--- src/rtl/pwm_drive_ctrl.sv ---
// PWM sequencer for one half-bridge phase.
// It produces complementary high/low gate commands for the downstream
// non-overlap stage. It also handles duty shadowing, a per-period soft ramp,
// coast (IDLE) and active brake.
module pwm_drive_ctrl #(
  parameter int unsigned CNT_W     = 11,
  parameter int unsigned RAMP_STEP = 8
) (
  input  logic             clk,
  input  logic             rst,
  input  logic             en,
  input  logic             brake,
  input  logic [CNT_W-1:0] duty,
  input  logic             duty_vld,
  output logic             high_cmd,
  output logic             low_cmd,
  output logic             cycle_start,
  output logic             busy,
  output logic [CNT_W-1:0] duty_applied
);

  typedef enum logic [1:0] {
    S_IDLE,
    S_RUN,
    S_RAMP_DN,
    S_BRAKE
  } state_t;

  localparam logic [CNT_W:0]   STEP    = (CNT_W+1)'(RAMP_STEP);
  localparam logic [CNT_W-1:0] CNT_MAX = '1;
  localparam logic [CNT_W-1:0] CNT_ONE = CNT_W'(1);

  state_t           state, state_nxt;
  logic [CNT_W-1:0] cnt;
  logic [CNT_W-1:0] target;
  logic [CNT_W-1:0] tgt;
  logic [CNT_W-1:0] da_ramp;
  logic [CNT_W:0]   da_ext, tgt_ext, da_up, da_dn;
  logic             active, active_nxt, boundary;

  assign active     = (state == S_RUN) || (state == S_RAMP_DN);
  assign active_nxt = (state_nxt == S_RUN) || (state_nxt == S_RAMP_DN);
  assign boundary   = active && (cnt == CNT_MAX);

  // Ramp one step toward the period target. The math is one bit wider, so it cannot wrap.
  always_comb begin
    tgt     = (state == S_RUN) ? target : '0;
    da_ext  = {1'b0, duty_applied};
    tgt_ext = {1'b0, tgt};
    da_up   = da_ext + STEP;
    da_dn   = da_ext - STEP;
    da_ramp = duty_applied;
    if (da_ext < tgt_ext) begin
      da_ramp = (da_up > tgt_ext) ? tgt : da_up[CNT_W-1:0];
    end else if (da_ext > tgt_ext) begin
      da_ramp = (da_ext < tgt_ext + STEP) ? tgt : da_dn[CNT_W-1:0];
    end
  end

  // State register
  always_ff @(posedge clk) begin
    if (rst) state <= S_IDLE;
    else     state <= state_nxt;
  end

  // Next-state logic; brake wins in every state
  always_comb begin
    state_nxt = state;
    unique case (state)
      S_IDLE: begin
        if (brake)   state_nxt = S_BRAKE;
        else if (en) state_nxt = S_RUN;
      end
      S_RUN: begin
        if (brake)    state_nxt = S_BRAKE;
        else if (!en) state_nxt = S_RAMP_DN;
      end
      S_RAMP_DN: begin
        if (brake)   state_nxt = S_BRAKE;
        else if (en) state_nxt = S_RUN;
        else if (boundary && (duty_applied == '0)) state_nxt = S_IDLE;
      end
      S_BRAKE: begin
        if (!brake) state_nxt = S_IDLE;
      end
      default: state_nxt = S_IDLE;
    endcase
  end

  // Period counter, shadow target and applied duty.
  // The counter runs only while staying in an active state. Any other
  // transition re-arms it at 0 and clears the applied duty.
  always_ff @(posedge clk) begin
    if (rst) begin
      cnt          <= '0;
      target       <= '0;
      duty_applied <= '0;
    end else begin
      if (duty_vld) target <= duty;
      if (active && active_nxt) begin
        cnt <= cnt + CNT_ONE;
        if (boundary) duty_applied <= da_ramp;
      end else begin
        cnt          <= '0;
        duty_applied <= '0;
      end
    end
  end

  // Gate commands and status decoded from the registered state and counter
  always_comb begin
    high_cmd    = 1'b0;
    low_cmd     = 1'b0;
    cycle_start = 1'b0;
    busy        = (state != S_IDLE);
    unique case (state)
      S_RUN, S_RAMP_DN: begin
        high_cmd    = (cnt < duty_applied);
        low_cmd     = ~(cnt < duty_applied);
        cycle_start = (cnt == '0);
      end
      S_BRAKE: low_cmd = 1'b1;
      default: ;
    endcase
  end

endmodule

--- config.mk ---
export PLATFORM = sky130hd
export DESIGN_NAME = pwm_drive_ctrl
export DESIGN_NICKNAME = d
export VERILOG_FILES = /design/src/rtl/pwm_drive_ctrl.sv
export SDC_FILE = /design/constraint.sdc
export NUM_CORES = 1
export LEC_CHECK = 0
export BUFFER_PORTS_ARGS = -buffer_cell sky130_fd_sc_hd__clkbuf_2
export CELL_PAD_IN_SITES_DETAIL_PLACEMENT = 0
export CELL_PAD_IN_SITES_GLOBAL_PLACEMENT = 1
export CORE_ASPECT_RATIO = 0.6
export CORE_UTILIZATION = 49
export DETAILED_ROUTE_END_ITERATION = 6
export PLACE_DENSITY = 0.88
export SLEW_MARGIN = 20
export SYNTH_ARGS = -nofsm -noshare
export SYNTH_HDL_FRONTEND = slang
export SYNTH_SLANG_ARGS = --single-unit
--- constraint.sdc ---
create_clock -name clk -period 10.66 [get_ports clk]
set_clock_uncertainty 0.05 [all_clocks]
set_input_delay 1.066 -clock clk [delete_from_list [all_inputs] [get_ports clk]]
set_output_delay 1.066 -clock clk [all_outputs]
set_load 0.005 [all_outputs]
# Yosys cells after proc, flatten, opt, wreduce, memory -nomap -nowiden

Index checks and enable logic that the tools add are counted.

Shift-type cells: 0
Add/sub/neg operators: 4
Reduce and logical (&&, ||, !) cells: 13
Equal/unequal tests: 6
Magnitude comparators: 5
Divide/modulo/power cells: 0
Mux-type cells: 17
Multiply operators: 0
Bitwise logic cells: 2

Operators with widths:

| cell                                               | number |
|---|---|
| two-way mux 11 bit                                 | 5 |
| adder 11 x 4 -> 12 bit, second input constant      | 2 |
| zero test 11 bit                                   | 2 |
| < comparator 11 bit                                | 2 |
| two-way mux 2 bit                                  | 8 |
| > comparator 12 x 11 -> 1 bit                      | 1 |
| < comparator 11 x 12 -> 1 bit                      | 1 |
| adder 11 x 1 -> 11 bit, second input constant      | 1 |
| == test 11 bit, second input constant              | 1 |
| > comparator 11 bit                                | 1 |
| subtractor 11 x 4 -> 11 bit, second input constant | 1 |
| case mux 2 bit (4 select lines)                    | 1 |
| == test 2 bit, second input constant               | 3 |
| == test 2 x 1 -> 1 bit, second input constant      | 2 |
| nonzero test 2 bit                                 | 2 |
| OR reduction 2 bit                                 | 2 |
| logical AND 1 bit                                  | 3 |
| zero test 2 bit                                    | 1 |
| logical OR 1 bit                                   | 2 |
| two-way mux 1 bit                                  | 2 |
| inverter 1 bit                                     | 2 |
| case mux 1 bit (2 select lines)                    | 1 |
| AND reduction 2 bit                                | 1 |

Logic and storage cells: 51
Latch bits: 0
ROM bits: 0
Bits in writable memories: 0
Register bits: 35
Input port bits: 16
Memories kept: 0

# Depth between registers and ports, before layout

Depth after elaboration: 13
Mapped depth: 18
Gate-level depth less buffers: 15

# Worst setup path before layout

Ideal clock, no wire load.

Kind: register -> register
From: register state[1]
To: register duty_applied[9]
Arrival time: 3418 ps
Library setup time: 74 ps
Path buffers: 3
Clock period less this slack: 3542 ps
Cell stages (with the launch flop): 19
Setup slack: 7118 ps
Cell sequence: dfxtp_1 inv_1 ha_1 clkbuf_1 buf_1 nand2_1 inv_1 ha_1 nand4_1 nor2_1 xor2_1 ha_1 and4_1 o2111ai_1 a31o_2 or2_1 buf_6 o32a_1 a31oi_1

Word-level cells in the longest chain between the ends: 13
Elaborated cells between the ends (all ways): 34
Classes of those cells: add/sub (1); order compare (4); eq/ne (5); mux (14); bitwise (1); reduce/logical (9)

Ends and longest elaborated chain:

| item                                                                            | line | text |
|---|---|---|
| from (decl)                                                                     | 33   | `state_t state, state_nxt;` |
| from (signal assigned)                                                          | 63   | `else state <= state_nxt;` |
| parallel branches: the longest is 13 deep, another holds adder 11 x 4 -> 12 bit | --   |  |
| to (signal assigned)                                                            | 102  | `if (boundary) duty_applied <= da_ramp;` |
| to (decl)                                                                       | 19   | `output logic [CNT_W-1:0] duty_applied` |

Several ways; the timed one is not identified. The select of a mux whose other input is x is not followed.
A chain may end at the register's enable or synchronous reset.

# Final worst setup path

From: register state[1]
To: register duty_applied[6]

The elaborated chain is that of the path after synthesis.

==> results.json <==
{
  "slew_violations": 0,
  "crit_fanout": 19,
  "cp.required_ns": 10.83,
  "yosysTopAreaCell": "dfxtp_1",
  "antenna_found_initial": 0,
  "wl_um": 7870,
  "area_growth_pct": 8.99,
  "ys.flop_type": "dfxtp_1",
  "cts-hold-fix-buffers": 0,
  "track_usage_pct": 24.6,
  "wire_per_inst_um": 16.5,
  "grt_pass1_wl_um": 13000,
  "timing.final.crit_share_pct": 39.2,
  "vias_per_cell": 6.04,
  "diodes": 0,
  "async_flop_share_pct": 0,
  "layout-drive-gt1-share_pct": 15.0,
  "postRouteAntennaNets": 0,
  "grt_pass1_vias": 2491,
  "fmax_ghz": 0.239,
  "finalCriticalPeriod_ns": 4.18,
  "clkTransAtPathRegs_ns": 0.08,
  "tns_ns": 0,
  "synthCells": 370,
  "ys_seq_area_share_pct": 22.3,
  "status": "finished, final reports clean",
  "clockBufferDepth": 2,
  "start_util_pct": 51.0,
  "finalPower_uw": 390,
  "synth_area_um2": 3150,
  "numCtsBuffers": 5,
  "htreeDepth": 2,
  "slew_headroom_pct": 38.3,
  "rsz0062_at_grt": "false",
  "io_pins": 31,
  "setup_viol": 0,
  "crit_type": "reg -> reg",
  "initialDrtViolationCount": 249,
  "die_h_um": 64.1,
  "critPathLaunchType": "flip-flop",
  "fill_cells": 584,
  "cts_resized": 0,
  "postCtsSetupRepairBufs": 0,
  "finalWorstSetupSlack_ns": 6.48,
  "yosys_warnings": 0,
  "worst_hold_path_type": "reg -> reg",
  "dr_total_vias": 2888,
  "cap_viol_max_count": 0,
  "hpwlAfterDp_um": 6160,
  "synthTopCellsByArea": "dfxtp_1 22%, ha_1 19%, nor2_1 4.2%",
  "irDropWorstVdd_mv": 0.101,
  "cts_tree": "built",
  "rows": 22,
  "dieWidth_um": 105,
  "dr.pass1.iters": 5,
  "hold_violations": 0,
  "crit_path_end_kind": "flip-flop",
  "clkSinkCount": 35,
  "nNetsFinal": 457,
  "ys_seq_elements": 35,
  "drc": 0,
  "clk_latency_ns": 0.30,
  "synth.distinct_cells": 59,
  "synth_nets": 433,
  "synth-edff-count": 0,
  "routabilityCongestion": 0.921,
  "power.density_nw_per_um2": 114,
  "syn_area_per_cell_um2": 8.50,
  "core-area_um2": 6170,
  "grt_max_degree": 20,
  "post-place-ws_ns": 6.57,
  "grt_overflow": 0,
  "yosys.area.top_type_share_pct": 22.3,
  "p_leak_nw": 1.43,
  "cts-root-buf": "clkbuf_8",
  "io_buffers": 30,
  "crit_arrival_ns": 4.35,
  "dieArea_um2": 6760,
  "worst_pin_slew_ns": 0.923
}
[cell usage after synthesis, types with 3 or more instances]
cell type  count
a21o_1         5
a21oi_1       11
a22oi_1        4
a31oi_1        9
and2_1         3
and3_1         5
and4_1         4
buf_2          5
buf_6          3
dfxtp_1       35
ha_1          47
inv_1         21
mux2i_1       13
nand2_1       23
nand3_1       12
nand4_1       16
nor2_1        35
nor2_2         5
nor2b_1        3
nor3_1         7
nor4_1         4
o211ai_1      10
o21a_1         5
o21ai_0       10
or3_1          8
xnor2_1       13
xor2_1        12
[layout by cell type (no fill, tap or decap), types with 8 or more instances in the layout]
| cell | count |
|---|---|
| o211ai_1 | 10 |
| dfxtp_1 | 35 |
| a31oi_1 | 9 |
| nand3_1 | 12 |
| nor2_1 | 35 |
| xnor2_1 | 13 |
| a21oi_1 | 11 |
| xor2_1 | 12 |
| o21ai_0 | 10 |
| clkbuf_2 | 30 |
| mux2i_1 | 13 |
| or3_1 | 8 |
| ha_1 | 47 |
| nand4_1 | 16 |
| inv_1 | 21 |
| nand2_1 | 23 |
[worst paths after layout]
path,depth (start not counted),startpoint,end,slack [ns]
worst max register to register,15,state[1],duty_applied[6],6.48
worst min-delay path,2,target[0],target[0],0.45
worst max-delay path,15,state[1],duty_applied[6],6.48
worst min register to register,2,target[0],target[0],0.45
[critical path, cell delays in order, from the launching register on]
cell and delay, ns:
dfxtp_1 0.35, inv_1 0.15, ha_1 0.55, nand2_1 0.24, inv_1 0.15, ha_1 0.21, nand4_1 0.13, nor2_1 0.14
xor2_1 0.08, ha_1 0.30, and4_1 0.19, o2111ai_1 0.12, a31o_2 0.25, nor2_1 0.70, a221oi_1 0.22, a211oi_2 0.26
[flip-flops by register name, indices dropped and copies added, names as in the netlist]
name          cells
cnt              11
duty_applied     11
state             2
target           11
[where the power goes]
part / switching [mW] / internal (mW) / total (mW)
logic: 0.0773 / 0.0484 / 0.126
registers: 0.00750 / 0.136 / 0.144
clock network: 0.0520 / 0.0684 / 0.120
[final cells by class]
cell class                      instances  area [um2]  area share [%]
Clock buffer                            5        68.8            2.01
Clock inverter                          2        37.5            1.09
Inverter                               22        82.6            2.41
Multi-Input combinational cell        300        2280            66.6
Sequential cell                        35         701            20.4
Tap cell                               84         105            3.06
Timing Repair Buffer                   30         150            4.38
[routing by layer]
layer	vias up	share of wire, %	routed length [um]	GRT usage, %
li1	1413	-	-	-
met1	1341	52	4130	39.7
met2	128	38	3020	33.1
met3	6	8.5	673	4.59
met4	0	0.67	53	3.70
met5	-	0	0	0
[cells by family after synthesis]
| logic type | count (synthesis) | share of synthesized area, % |
|---|---|---|
| fa+ha+maj | 47 | 18.7 |
| simple gates | 138 | 24.2 |
| flops | 35 | 22.3 |
| compound gates | 76 | 17.8 |
| xor+xnor | 26 | 7.83 |
| mux | 13 | 4.14 |
| buf+inv | 35 | 5.13 |
[metrics by stage]
step	cell area (um2)	hold WS [ns]	instances	util (%)
2_1_floorplan	3150	0.402	370	-
3_3_place_gp	3320	0.424	471	53.9
3_5_place_dp	3320	0.441	471	53.9
4_1_cts	3430	0.460	478	55.6
5_1_grt	3430	0.484	478	55.6
6_report	3430	0.449	478	55.6
No activity file was read; power rests on OpenSTA's default activity.
